<file path="src/rtl/hilo_muldiv32.sv">
// HI/LO multiply/divide unit: iterative radix-2 mult/multu/div/divu
// plus mfhi/mflo/mthi/mtlo, with a stall for HI/LO ops while busy.
module hilo_muldiv32 #(
    parameter logic [31:0] DBZ_LO = 32'hFFFFFFFF
) (
    input  logic        clock,
    input  logic        reset,
    input  logic [31:0] Instruction,
    input  logic        issue,
    input  logic [31:0] read_data_1,
    input  logic [31:0] read_data_2,
    output logic [31:0] hilo_result,
    output logic [31:0] hi,
    output logic [31:0] lo,
    output logic        busy,
    output logic        stall
);
    typedef enum logic [1:0] {S_IDLE, S_MUL, S_DIV, S_FIX} state_t;

    state_t      r_state;
    state_t      w_next;
    logic [4:0]  r_cnt;
    logic [31:0] r_hi;
    logic [31:0] r_lo;
    logic [63:0] r_acc;
    logic [63:0] r_mcand;
    logic [31:0] r_b;
    logic [32:0] r_rem;
    logic [31:0] r_quo;
    logic        r_is_div;
    logic        r_neg_q;
    logic        r_neg_r;
    logic        r_dbz;

    logic [5:0]  w_funct;
    logic        w_special;
    logic        w_mult;
    logic        w_multu;
    logic        w_div;
    logic        w_divu;
    logic        w_mfhi;
    logic        w_mflo;
    logic        w_mthi;
    logic        w_mtlo;
    logic        w_sgn;
    logic        w_is_hilo;
    logic        w_accept;
    logic        w_start_mul;
    logic        w_start_div;
    logic [31:0] w_abs_a;
    logic [31:0] w_abs_b;
    logic [32:0] w_trial;
    logic [33:0] w_sub;
    logic [63:0] w_prod;
    logic        w_unused;

    assign w_funct   = Instruction[5:0];
    assign w_special = (Instruction[31:26] == 6'h00);
    assign w_mult    = w_special & (w_funct == 6'h18);
    assign w_multu   = w_special & (w_funct == 6'h19);
    assign w_div     = w_special & (w_funct == 6'h1A);
    assign w_divu    = w_special & (w_funct == 6'h1B);
    assign w_mfhi    = w_special & (w_funct == 6'h10);
    assign w_mthi    = w_special & (w_funct == 6'h11);
    assign w_mflo    = w_special & (w_funct == 6'h12);
    assign w_mtlo    = w_special & (w_funct == 6'h13);
    assign w_sgn     = w_mult | w_div;
    assign w_is_hilo = w_mult | w_multu | w_div | w_divu |
                       w_mfhi | w_mthi | w_mflo | w_mtlo;

    assign w_accept    = issue & (r_state == S_IDLE);
    assign w_start_mul = w_accept & (w_mult | w_multu);
    assign w_start_div = w_accept & (w_div | w_divu);

    assign w_abs_a = (w_sgn & read_data_1[31]) ? -read_data_1 : read_data_1;
    assign w_abs_b = (w_sgn & read_data_2[31]) ? -read_data_2 : read_data_2;

    // Dividend bits shift out of r_quo's top as quotient bits enter its bottom
    assign w_trial = {r_rem[31:0], r_quo[31]};
    assign w_sub   = {1'b0, w_trial} - {2'b00, r_b};
    assign w_prod  = r_neg_q ? -r_acc : r_acc;

    assign hi          = r_hi;
    assign lo          = r_lo;
    assign busy        = (r_state != S_IDLE);
    assign stall       = issue & w_is_hilo & busy;
    assign hilo_result = w_mfhi ? r_hi : (w_mflo ? r_lo : 32'h0);
    assign w_unused    = ^{Instruction[25:6], r_rem[32]};

    always_comb begin
        w_next = r_state;
        unique case (r_state)
            S_IDLE: begin
                if (w_start_mul)
                    w_next = S_MUL;
                else if (w_start_div)
                    w_next = S_DIV;
            end
            S_MUL, S_DIV: begin
                if (r_cnt == 5'd31)
                    w_next = S_FIX;
            end
            S_FIX:   w_next = S_IDLE;
            default: w_next = S_IDLE;
        endcase
    end

    always_ff @(posedge clock) begin
        if (reset)
            r_state <= S_IDLE;
        else
            r_state <= w_next;
    end

    always_ff @(posedge clock) begin
        if (reset) begin
            r_cnt    <= 5'd0;
            r_hi     <= 32'h0;
            r_lo     <= 32'h0;
            r_acc    <= 64'h0;
            r_mcand  <= 64'h0;
            r_b      <= 32'h0;
            r_rem    <= 33'h0;
            r_quo    <= 32'h0;
            r_is_div <= 1'b0;
            r_neg_q  <= 1'b0;
            r_neg_r  <= 1'b0;
            r_dbz    <= 1'b0;
        end else begin
            unique case (r_state)
                S_IDLE: begin
                    r_cnt <= 5'd0;
                    if (w_start_mul | w_start_div) begin
                        r_is_div <= w_start_div;
                        r_neg_q  <= w_sgn & (read_data_1[31] ^ read_data_2[31]);
                        r_neg_r  <= w_sgn & read_data_1[31];
                        r_dbz    <= w_start_div & (read_data_2 == 32'h0);
                        r_acc    <= 64'h0;
                        r_mcand  <= {32'h0, w_abs_a};
                        r_b      <= w_abs_b;
                        r_rem    <= 33'h0;
                        r_quo    <= w_abs_a;
                    end else if (w_accept & w_mthi) begin
                        r_hi <= read_data_1;
                    end else if (w_accept & w_mtlo) begin
                        r_lo <= read_data_1;
                    end
                end
                S_MUL: begin
                    r_cnt <= r_cnt + 5'd1;
                    if (r_b[0])
                        r_acc <= r_acc + r_mcand;
                    r_mcand <= r_mcand << 1;
                    r_b     <= {1'b0, r_b[31:1]};
                end
                S_DIV: begin
                    r_cnt <= r_cnt + 5'd1;
                    if (!w_sub[33]) begin
                        r_rem <= w_sub[32:0];
                        r_quo <= {r_quo[30:0], 1'b1};
                    end else begin
                        r_rem <= w_trial;
                        r_quo <= {r_quo[30:0], 1'b0};
                    end
                end
                S_FIX: begin
                    // A zero divisor leaves |rs| as remainder, so HI restores rs
                    if (r_is_div) begin
                        r_hi <= r_neg_r ? -r_rem[31:0] : r_rem[31:0];
                        r_lo <= r_dbz ? DBZ_LO : (r_neg_q ? -r_quo : r_quo);
                    end else begin
                        r_hi <= w_prod[63:32];
                        r_lo <= w_prod[31:0];
                    end
                end
                default: ;
            endcase
        end
    end
endmodule

</file>
<file path="config.mk">
export PLATFORM = sky130hd
export DESIGN_NAME = hilo_muldiv32
export DESIGN_NICKNAME = d
export VERILOG_FILES = /design/src/rtl/hilo_muldiv32.sv
export SDC_FILE = /design/constraint.sdc
export NUM_CORES = 1
export LEC_CHECK = 0
export CORE_MARGIN = 2
export CORE_UTILIZATION = 35
export CTS_CLUSTER_DIAMETER = 100
export DETAILED_ROUTE_END_ITERATION = 7
export PLACE_DENSITY_LB_ADDON = 0.2
export SLEW_MARGIN = 20
export SYNTH_ARGS = -nofsm -noshare
export SYNTH_HDL_FRONTEND = slang
export SYNTH_SLANG_ARGS = --single-unit
</file>
<file path="constraint.sdc">
create_clock -name clock -period 5.5 [get_ports clock]
set_clock_uncertainty 0.05 [all_clocks]
set_input_delay 1.1 -clock clock [delete_from_list [all_inputs] [get_ports clock]]
set_output_delay 1.1 -clock clock [all_outputs]
set_load 0.05 [all_outputs]
</file>
==> results.yml, run 1 <==
logic_synthesis:
  synthesis.nets: 3184
  syn_inst: 2977
  ys_ff_latch: 299
  synth_area_sq_um: 22300
  ys_types: 83
  synth_area_per_cell_sq_um: 7.47
  async_flop_share_pct: 0
  yosysSeqAreaShare_pct: 26.9
  yosysWarnings: 0
  synth-edff-count: 0
  synth-main-ff-cell: "dfxtp_1"
final_layout:
  antennaDiodeCount: 0
  final_cell_mix: "380 x nand2_1, 322 x nor2_1, 297 x dfxtp_1"
  final_util_pct: 41.3
  drive_gt1_share_pct: 5.80
  final_common_cell: "nand2_1"
  syn_to_final_growth_pct: 16.9
  nets: 3245
  fin_cells: 3913
timing:
  hold_violations: 0
  worst_pin_slew_ps: 1020
  rsz0062_at_grt: "false"
  clock.fmax_mhz: 223
  drv_slew: 0
  maxSlewHeadroom_pct: 31.6
  setup_violations: 0
  post-route-period-util_pct: 81.6
  tns_ps: 0
  fin_ws_ps: 1010
  min_period_ps: 4490
global_route:
  overflow: 0
  grt_pass1_vias: 20785
  track_usage_pct: 24.0
  grt_max_degree: 94
  antenna_found_initial: 0
  grt_pass1_wl_um: 125000
clock_network:
  numCtsBuffers: 39
  worstSkewPairLatency_ps: 570
  clkSlewWorstSetupHoldPaths_ps: 60
  cts_sinks: 299
  cts_tree: "yes"
  ctsResizeCount: 0
  clk_path_buf_depth: 3
  postCtsSetupBuffers: 0
  cts-hold-fix-buffers: 0
  clockRootBuffer: "clkbuf_16"
  ctsHtreeMaxLevel: 2
worst_setup_path:
  slowest_stage: "a211oi_1"
  arrival_ps: 4870
  cp_max_fo: 37
  regToRegStartpoint: "r_rem[6]"
  cp-startpoint: "r_rem[6]"
  setup.worst_path.start_class: "flip-flop"
  crit_required_ps: 5880
  crit_path_end_kind: "flip-flop"
  path_common_cell: "o21ai_0"
  path_cells: "ha_1 -> a21o_1 -> o21ai_0 -> a211oi_1 -> o21ai_0 -> a31oi_1 -> a211oi_1 -> o21ai_0 -> a311oi_4 -> buf_4 -> mux2i_1 -> o21ai_0"
  critPathBufInv: 1
  slowest_delay_ps: 560
  path_delay_family: "compound AO/OA/AOI/OAI gates"
  crit_type: "flip-flop to flip-flop"
power:
  p_total_w: 0.00532
  peakVddDrop_v: 0.000172
  power_leakage_nw: 9.65
  power_density_nw_per_um2: 205
drt:
  viasPerCell: 5.78
  vias: 22600
  drt_first_pass_iters: 5
  final_antenna_net_count: 0
  wl_um: 82000
  detail_route.wl_per_cell_um: 21.0
  drt-initial-drc-count: 2028
  drc: 0
status:
  status: "completed"
floorplan:
  core_sq_um: 63000
  start_util_pct: 35.3
  die-width_um: 256
  rows: 92
  die_h_um: 256
  die_area_sq_um: 65600
  pin_count: 197
hold_path:
  min-delay-start: "r_b[12]"
  hold_path_class: "flip-flop to flip-flop"
place:
  pre_cts_ws_ps: 770
  gp_congestion: 0.959
  io_buffers: 176
  dp_hpwl_um: 62100
  placed_cells: 3843
run:
  drv_cap: 0
[cell usage after synthesis, drive strengths merged (71+ instances only)]
cell,n,share of area (%)
o21ai,211,4.7
dfxtp,299,27
xor2,83,3.3
ha,106,6.0
nand2,380,6.4
clkbuf,167,2.8
mux2i,91,4.1
a21oi,233,5.2
nand2b,71,2.0
inv,88,1.5
xnor2,170,6.7
nor2,324,5.5
[report_power, final]
| group | internal [W] | switching, W |
|---|---|---|
| registers | 0.00219 | 0.0000320 |
| clock network | 0.00157 | 0.00104 |
| logic | 0.000170 | 0.000315 |
[per-layer routing]
metal | track usage (%) | share of wire [%] | up-vias
met2 | 38.6 | 45 | 796
met4 | 8.45 | 3.7 | 0
li1 | - | - | 10858
met1 | 32.4 | 46 | 10804
met5 | 0 | 0 | -
met3 | 3.89 | 6.1 | 142
[worst min-delay path: stages, from the launching register on]
cell and delay [ps]:
dfxtp_1 310, nand2_1 50, a21oi_1 50
[registers in the layout (all words and copies together), names as in the netlist]
name,count
hi,32
lo,32
r_acc,64
r_b,32
r_cnt,5
r_dbz,1
r_is_div,1
r_mcand,64
r_neg_q,1
r_neg_r,1
r_quo,32
r_rem,32
r_state,2
[cells by family after synthesis]
| kind of cell | share of synthesized area [%] |
|---|---|
| xor gates and xnor gates | 9.96 |
| muxes | 4.14 |
| AOI/OAI and AO/OA | 26.9 |
| DFF | 26.9 |
| buffers and inverters | 4.71 |
| adders and majority gates | 6.14 |
| and+or+nand+nor | 21.3 |
[layout make-up]
class / instances / area, sq um
Sequential cell: 299 / 5990
Inverter: 88 / 330
Fill cell: 6411 / 37000
Tap cell: 846 / 1060
Timing Repair Buffer: 209 / 2010
Clock buffer: 57 / 1130
Clock inverter: 13 / 158
Multi-Input combinational cell: 2401 / 15300
[final timing paths]
| kind | end | slack, ps | cells past startpoint |
|---|---|---|---|
| setup / recovery | r_rem[6] | 1010 | 12 |
| hold / removal | r_b[12] | 400 | 2 |
| setup reg to reg | r_rem[6] | 1010 | 12 |
| hold reg to reg | r_b[12] | 400 | 2 |
[stage by stage]
step	area, sq um	hold slack, ps
floorplan	22300	382
detailed placement	24700	394
global placement	24700	391
finish	26000	405
global route	26000	430
CTS	26000	402
Power figures use the tool's default switching activity.
==> run 2: changes to the inputs <==
==> constraint.sdc (replaced) <==
create_clock -name clock -period 4.5 [get_ports clock]
set_clock_uncertainty 0.05 [all_clocks]
set_input_delay 0.9 -clock clock [delete_from_list [all_inputs] [get_ports clock]]
set_output_delay 0.9 -clock clock [all_outputs]
set_load 0.05 [all_outputs]
==> results.yml, run 2 (synthesized netlist as in run 1, its figures left out) <==
place:
  dp_hpwl_um: 63700
  place_area_sq_um: 25400
  gp_congestion: 1.01
  io_buffers: 176
hold_path:
  min-delay-start: "r_b[12]"
  hold_path_class: "flip-flop to flip-flop"
  whs_endpoint: "r_b[12]"
  whs_path_depth: 2
global_route:
  grt_max_degree: 92
  grt_pass1_vias: 21300
  track_usage_pct: 24.5
  overflow: 0
  grt_pass1_wl_um: 128000
  antenna_found_initial: 1
final_layout:
  final_cell_mix: "380 x nand2_1, 322 x nor2_1, 297 x dfxtp_1"
  syn_to_final_growth_pct: 19.4
  drive_gt1_share_pct: 6.80
  nets: 3282
  final_common_cell: "nand2_1"
  fill_cells: 6365
  postLayoutCellArea_sq_um: 26600
  reg_top3: "r_acc (64), r_mcand (64)"
worst_setup_path:
  cp-startpoint: "r_rem[6]"
  r2r-end: "r_rem[0]"
  r2r_setup_slack_ps: 320
  crit_path_end_kind: "flip-flop"
  regToRegStartpoint: "r_rem[6]"
  r2r_cells: 13
  path_cells: "ha_1 -> a21o_1 -> o21ai_0 -> a211oi_1 -> o21ai_0 -> a31oi_1 -> a211oi_1 -> buf_4 -> o21ai_0 -> a311oi_4 -> buf_12 -> mux2i_1 -> a22o_1"
  setup.worst_path.start_class: "flip-flop"
  crit_required_ps: 4950
  slowest_delay_ps: 530
  path_delay_family: "compound AO/OA/AOI/OAI gates"
  crit_type: "flip-flop to flip-flop"
  arrival_ps: 4630
  critPathBufInv: 2
  slowest_stage: "dfxtp_1"
  path_common_cell: "o21ai_0"
  cp_max_fo: 37
clock_network:
  ctsResizeCount: 0
  cts-hold-fix-buffers: 0
  cts_sinks: 299
  clkSlewWorstSetupHoldPaths_ps: 60
  cts_tree: "yes"
  numCtsBuffers: 38
  clk_path_buf_depth: 3
  clockRootBuffer: "clkbuf_16"
  ctsHtreeMaxLevel: 2
  worstSkewPairLatency_ps: 590
  postCtsSetupBuffers: 0
drt:
  viasPerCell: 5.74
  final_antenna_net_count: 0
  wl_um: 83100
  vias: 22667
  drt_first_pass_iters: 6
  detail_route.wl_per_cell_um: 21.0
  drt-initial-drc-count: 1926
  drc: 0
status:
  status: "completed"
power:
  power_density_nw_per_um2: 238
  power.switching_w: 0.00169
  p_comb_share_pct: 9.5
  internal-power_w: 0.00464
  swShare_pct: 26.7
  p_seq_share_pct: 43.0
  power_leakage_nw: 9.87
  pwr-share-clk_pct: 47.5
  peakVddDrop_v: 0.000223
timing:
  min_period_ps: 4180
  hold_violations: 0
  maxSlewHeadroom_pct: 24.6
  post-route-period-util_pct: 93.0
  drv_slew: 0
  clock.fmax_mhz: 239
  setup_violations: 0
  tns_ps: 0
  rsz0062_at_grt: "false"
  worst_pin_slew_ps: 1130
floorplan:
  start_util_pct: 35.3
  pin_count: 197
  die_h_um: 256
  rows: 92
  core_sq_um: 63000
  die-width_um: 256
  die_area_sq_um: 65600
run:
  drv_cap: 0
## run 2: worst register-to-register path: cells and delay by family, from the launching register on
kind                     cells  cell delay, ps
flip-flops                   1             530
buffers and inverters        2             490
multiplexers                 1             320
adder cells (fa/ha/maj)      1             340
AO/OA/AOI/OAI                9            2400
## run 2: how the worst max path moves through the flow
stage	slack, ps	to	cells after the start
floorplan	870	hilo_result[10]	6
global route	70	r_rem[0]	13
detailed placement	120	r_quo[31]	11
global placement	190	r_quo[31]	10
CTS	380	r_rem[0]	13
finish	320	r_rem[0]	13
## run 2: power by group through the flow
stage / clock network (W) / registers (W) / logic, W
2_1_floorplan: 0 / 0.00286 / 0.000233
3_3_place_gp: 0 / 0.00278 / 0.000592
3_5_place_dp: 0 / 0.00278 / 0.000598
4_1_cts: 0.00307 / 0.00272 / 0.000600
5_1_grt: 0.00316 / 0.00272 / 0.000637
6_report: 0.00301 / 0.00272 / 0.000602
## run 2: per-layer routing
layer	track usage, %	share of wire [%]
met3	3.56	5.6
met5	0	0
met4	8.95	3.8
met2	39.3	45
met1	33.4	46
## run 2: per-stage QoR
stage	worst slack (ps)	power (W)	hold slack, ps	std cells	util [%]
4_1_cts	381	0.00639	404	3948	42.2
5_1_grt	71.9	0.00652	441	3948	42.2
6_report	315	0.00633	403	3949	42.2
2_1_floorplan	870	0.00309	382	2977	-
3_3_place_gp	190	0.00337	390	3881	40.3
3_5_place_dp	122	0.00337	395	3881	40.3
## run 2: layout make-up
type                    count  area, sq um  area share [%]
repair buffers            247         2660            10.0
clock buffers              59         1140            4.29
flip-flops and latches    299         5990            22.6
clock inverters             8         61.3           0.231
multi-input cells        2401        15300            57.7
well taps                 846         1060            3.98
diodes                      1         2.50         0.00942
inverters                  88          330            1.24
==> run 3: changes to the inputs <==
--- a/config.mk
+++ b/config.mk
@@ -10,6 +10,7 @@
 export CTS_CLUSTER_DIAMETER = 100
 export DETAILED_ROUTE_END_ITERATION = 7
 export PLACE_DENSITY_LB_ADDON = 0.2
+export SETUP_SLACK_MARGIN = 0.05
 export SLEW_MARGIN = 20
 export SYNTH_ARGS = -nofsm -noshare
 export SYNTH_HDL_FRONTEND = slang
==> results of run 3 <==
Same layout as run 2: the final DEF is identical, and so are final timing and power.
==> RTL change 1, RTL diff (config.mk and constraints of run 3) <==
The 4 states of `state_t` get a one-hot encoding in 4 bits.
--- a/src/rtl/hilo_muldiv32.sv
+++ b/src/rtl/hilo_muldiv32.sv
@@ -15,7 +15,7 @@
     output logic        busy,
     output logic        stall
 );
-    typedef enum logic [1:0] {S_IDLE, S_MUL, S_DIV, S_FIX} state_t;
+    typedef enum logic [3:0] {S_IDLE = 4'b0001, S_MUL = 4'b0010, S_DIV = 4'b0100, S_FIX = 4'b1000} state_t;
 
     state_t      r_state;
     state_t      w_next;
Behaviour: no difference found for any inputs over 4 cycles, from zero or initial values and one cycle with reset high; so few cycles prove little.
==> RTL change 1 against run 3 <==
Synthesized area is 3.0% lower; maximum frequency is 1.1% higher; setup slack better by 44 ps; via count is 1.5% lower; design area is 2.9% lower; sequential cell count is 2 higher; utilization is 0.17 points lower; wire length is 1.0% higher; critical path type is now input port to primary output; highest routed layer is now met5.
Power is not compared: it rests on default switching activity, and its combinational part moved more than twofold at a synthesized area within 25%.
==> RTL change 1: results (changes against run 3) <==
metric,value,unit,change
dr_total_vias,22328,,was 22667
grt_usage,0.2556,,was 0.2454
globalplace.congestion,0.9773,,was 1.013
drive_gt1_frac,0.06748,,was 0.06802
hpwlAfterDp,64.52,mm,was 63.73 mm
cp_max_fo,27,,was 37
placed_cells_incl_taps,3687,,was 3881
ys_seq_area_frac,0.2792,,was 0.2690
synth_cell_types,73,,was 83
synth_mux_area_frac,0.03113,,was 0.04144
grt_pass1_wl,126.5,mm,was 127.5 mm
synth.cells.most_frequent,"sky130_fd_sc_hd__a21oi_1 (323), sky130_fd_sc_hd__nand2_1 (323), sky130_fd_sc_hd__dfxtp_1 (301)",,"was sky130_fd_sc_hd__nand2_1 (380), sky130_fd_sc_hd__nor2_1 (324), sky130_fd_sc_hd__dfxtp_1 (299)"
grt_max_degree,89,,was 92
dpl_cell_area,24540,um^2,was 25350 um^2
peakVddDrop,0.0002461,V,
postCtsSetupBuffers,0,,unchanged
synth_compound_area_frac,0.2868,,was 0.2687
cts_inserted_buffers,39,,was 38
avgViaCountPerCell,5.945,,was 5.740
cts.clk_slew.worst_paths,50,ps,
antenna_found_initial,3,,was 1
hold_path_class,flop to flop,,unchanged
grt_pass1_vias,20711,,was 21300
detailedRoute.firstIterationViolations,1944,,was 1926
place_worst_setup_slack,333.7,ps,was 121.8 ps
result_of_the_run,"finished, final reports clean",,unchanged
port_buffers,176,,unchanged
synth_fa_ha_area_frac,0.06099,,was 0.06141
post_synth_xor_area_fraction,0.1055,,was 0.09959
post_synth_main_area_contributors,"sky130_fd_sc_hd__dfxtp_1 (28%), sky130_fd_sc_hd__a21oi_1 (7.5%), sky130_fd_sc_hd__xnor2_1 (6.9%)",,"was sky130_fd_sc_hd__dfxtp_1 (27%), sky130_fd_sc_hd__xnor2_1 (6.7%), sky130_fd_sc_hd__nand2_1 (6.4%)"
clock_tree.htree_level_count,2,,unchanged
drt_first_pass_iters,7,,was 6
totalWireLength,83.92,mm,was 83.06 mm
postSynth.topFlopCell,sky130_fd_sc_hd__dfxtp_1,,unchanged
synth-async-reset-ratio,0,,unchanged
p_leak,10.22,nW,
average_instance_area_after_synthesis,7.589,um^2,was 7.474 um^2
nets,3142,,was 3282
insertion_delay,570,ps,was 590 ps
post_cts_resized,0,,unchanged
slew_headroom,0.2690,,was 0.2463
synth_fp_nets,3047,,was 3184
top_regs,"r_acc (64), r_mcand (64)",,unchanged
switchingPower,1.417,mW,
## RTL change 1: layout make-up
type | instances | area (um^2)
Clock buffer | 57 | 1144
Clock inverter | 9 | 83.83
Multi-Input combinational cell | 2274 | 14610
Timing Repair Buffer | 246 | 2633
Fill cell | 6233 | 35590
Sequential cell | 301 | 6028
Antenna cell | 2 | 5.005
Inverter | 77 | 289.0
Tap cell | 790 | 988.4
## RTL change 1: power groups by stage
stage               Clock [mW]  Sequential [mW]  Combinational [mW]
floorplan                    0             2.72              0.0968
finish                    3.08             2.67               0.250
global placement             0             2.72               0.243
CTS                       3.13             2.67               0.247
detailed placement           0             2.72               0.245
global route              3.23             2.66               0.265
## RTL change 1: path summary, 6_finish.rpt
check | start | end | slack [ps] | cells past startpoint
min | r_mcand[55] | r_mcand[56] | 420 | 2
min reg2reg | r_mcand[55] | r_mcand[56] | 420 | 2
max | Instruction[28] | hilo_result[12] | 360 | 7
max reg2reg | r_acc[0] | r_acc[54] | 430 | 14
## RTL change 1: cell families (layout without fill, tap and decap cells)
group           after synthesis  after routing
compound gates              966            966
simple gates                877            877
flops                       301            301
buf+inv                     269            389
xor+xnor                    260            260
fa+ha+maj                   104            104
mux                          67             67
other cells                   0              2
## RTL change 1: critical path: stages
cell and delay, ps:
sky130_fd_sc_hd__clkdlybuf4s50_1 450, sky130_fd_sc_hd__nor4_1 260, sky130_fd_sc_hd__and4b_1 380, sky130_fd_sc_hd__or3b_2 530
sky130_fd_sc_hd__buf_4 250, sky130_fd_sc_hd__nor2_1 240, sky130_fd_sc_hd__buf_12 170
## RTL change 1: metal layers
layer  global-route usage  share of wire
met1               0.3418           0.44
met4              0.09112          0.036
met5                    0        0.00031
met2               0.4020           0.44
met3              0.05860          0.088
==> RTL change 2, RTL diff (config.mk and constraints of run 3) <==
Made on the original files. `DBZ_LO`: 32'hFFFFFFFF -> 32'h80000000.
--- a/src/rtl/hilo_muldiv32.sv
+++ b/src/rtl/hilo_muldiv32.sv
@@ -1,7 +1,7 @@
 // HI/LO multiply/divide unit: iterative radix-2 mult/multu/div/divu
 // plus mfhi/mflo/mthi/mtlo, with a stall for HI/LO ops while busy.
 module hilo_muldiv32 #(
-    parameter logic [31:0] DBZ_LO = 32'hFFFFFFFF
+    parameter logic [31:0] DBZ_LO = 32'h80000000
 ) (
     input  logic        clock,
     input  logic        reset,
Formal check against the unedited RTL: same outputs for any inputs over 4 cycles, from zero or initial values and one cycle with reset high; that may be too few to reach the edited logic, so the function may still have changed.
==> RTL change 2 against run 3 <==
Die area grew 0.71%; synthesized area is 0.72% higher; setup slack improved by 310 ps; design area increased by 0.69%; count of clock-buffer cells in the layout fell by 3; via count is 1.6% higher; utilization increased by 0.14 points; wire length up 1.4%; hold slack better by 2.3 ps; sequential cell count unchanged; global-route usage up 0.12 points; largest cell class unchanged.
Power is not compared: it rests on default switching activity, and its combinational part moved more than twofold at a synthesized area within 25%.
==> RTL change 2: results (changes against run 3) <==
metric,value,unit,change
result_of_the_run,"finished, final reports clean",,unchanged
nets,3333,,was 3282
avgViaCountPerCell,5.759,,was 5.740
ys_seq_area_frac,0.2671,,was 0.2690
grt_pass1_vias,21635,,was 21300
worst_hold_endpoint,r_b[17],,was r_b[12]
reg2reg_to,r_acc[53],,was r_rem[0]
nFillCells,6400,,was 6365
route.detailed.wl_per_inst,21.06,um,was 21.03 um
drt_first_pass_iters,5,,was 6
grt_usage,0.2466,,was 0.2454
r2r_setup_slack,630,ps,was 320 ps
hp-start,r_b[17],,was r_b[12]
cp_max_fo,7,,was 37
crit_arrival,4270,ps,was 4630 ps
grt_pass1_wl,129.6,mm,was 127.5 mm
dpl_cell_area,25440,um^2,was 25350 um^2
antenna_found_initial,0,,was 1
synth_cell_types,74,,was 83
worst_hold_slack,405.7,ps,was 403.4 ps
synth_fp_nets,3248,,was 3184
synth.cells.most_frequent,"sky130_fd_sc_hd__nand2_1 (404), sky130_fd_sc_hd__dfxtp_1 (299), sky130_fd_sc_hd__nor2_1 (285)",,"was sky130_fd_sc_hd__nand2_1 (380), sky130_fd_sc_hd__nor2_1 (324), sky130_fd_sc_hd__dfxtp_1 (299)"
globalplace.congestion,0.9629,,was 1.013
worst_setup_path_startpoint,r_acc[8],,was r_rem[6]
place_worst_setup_slack,114.5,ps,was 121.8 ps
post_synth_main_area_contributors,"sky130_fd_sc_hd__dfxtp_1 (27%), sky130_fd_sc_hd__nand2_1 (6.8%), sky130_fd_sc_hd__ha_1 (5.9%)",,"was sky130_fd_sc_hd__dfxtp_1 (27%), sky130_fd_sc_hd__xnor2_1 (6.7%), sky130_fd_sc_hd__nand2_1 (6.4%)"
slew_headroom,0.3860,,was 0.2463
n_antenna_cell,0,,was 1
detailedRoute.firstIterationViolations,1938,,was 1926
RTL change 2: changes by cell type in the layout (fill, tap and decap cells not counted), moves of 32 or more:
cell | before | now
sky130_fd_sc_hd__a21oi_1 | 229 | 261
sky130_fd_sc_hd__nor2_1 | 322 | 283
sky130_fd_sc_hd__a311oi_1 | 56 | 12
sky130_fd_sc_hd__xor2_1 | 83 | 140
sky130_fd_sc_hd__o21ai_0 | 202 | 253
sky130_fd_sc_hd__xnor2_1 | 170 | 118
RTL change 2: cell type report:
type	instances	area [um^2]	area share
timing repair buffer	253	2669	0.09978
tap	846	1059	0.03958
clock buffer	56	1120	0.04187
sequential	299	5991	0.2240
clock inverter	12	185.2	0.006924
inverter	73	274.0	0.01025
multi-input combinational	2461	15450	0.5776
RTL change 2: power by group through the flow:
| stage | Clock, mW | Combinational, mW | Sequential (mW) |
|---|---|---|---|
| after floorplan | 0 | 2.40 | 3.31 |
| after global placement | 0 | 3.69 | 3.10 |
| after detailed placement | 0 | 3.72 | 3.11 |
| after CTS | 3.30 | 3.74 | 3.06 |
| after global routing | 3.40 | 4.10 | 3.08 |
| final | 3.23 | 3.77 | 3.06 |
RTL change 2: tightest hold or removal path, cell delays in order, from the launching register on:
cell                      delay [ps]
sky130_fd_sc_hd__dfxtp_1         310
sky130_fd_sc_hd__nand2_1          50
sky130_fd_sc_hd__a21oi_1          50
RTL change 2: layer usage:
metal | track usage | vias to the layer above | wire (um)
li1 | - | 11107 | -
met1 | 0.3410 | 11114 | 39310
met2 | 0.3954 | 692 | 37540
met3 | 0.03093 | 123 | 4700
met4 | 0.08188 | 0 | 2701
met5 | 0 | - | 0
RTL change 2: cell families after synthesis:
kind of cell	synth area share
and+or+nand+nor	0.2150
AOI/OAI and AO/OA	0.2692
DFF	0.2671
buffers and inverters	0.04751
xor gates and xnor gates	0.1008
adders and majority gates	0.06097
muxes	0.03936
RTL change 2: how the worst max path moves through the flow:
stage	endpoint	slack (ps)	depth (start not counted)
after floorplan	hilo_result[10]	1010	5
after global placement	r_b[29]	150	11
after detailed placement	r_b[29]	110	11
after CTS	hi[31]	580	11
after global routing	r_acc[60]	240	11
final	r_acc[53]	630	11
RTL change 2: stage by stage:
stage                 util  cells  power, mW
floorplan                -   3041      5.710
global placement    0.4025   3932      6.797
detailed placement  0.4026   3932      6.835
CTS                 0.4232   4000      10.10
global route        0.4232   4000      10.58
finish              0.4232   4000      10.06
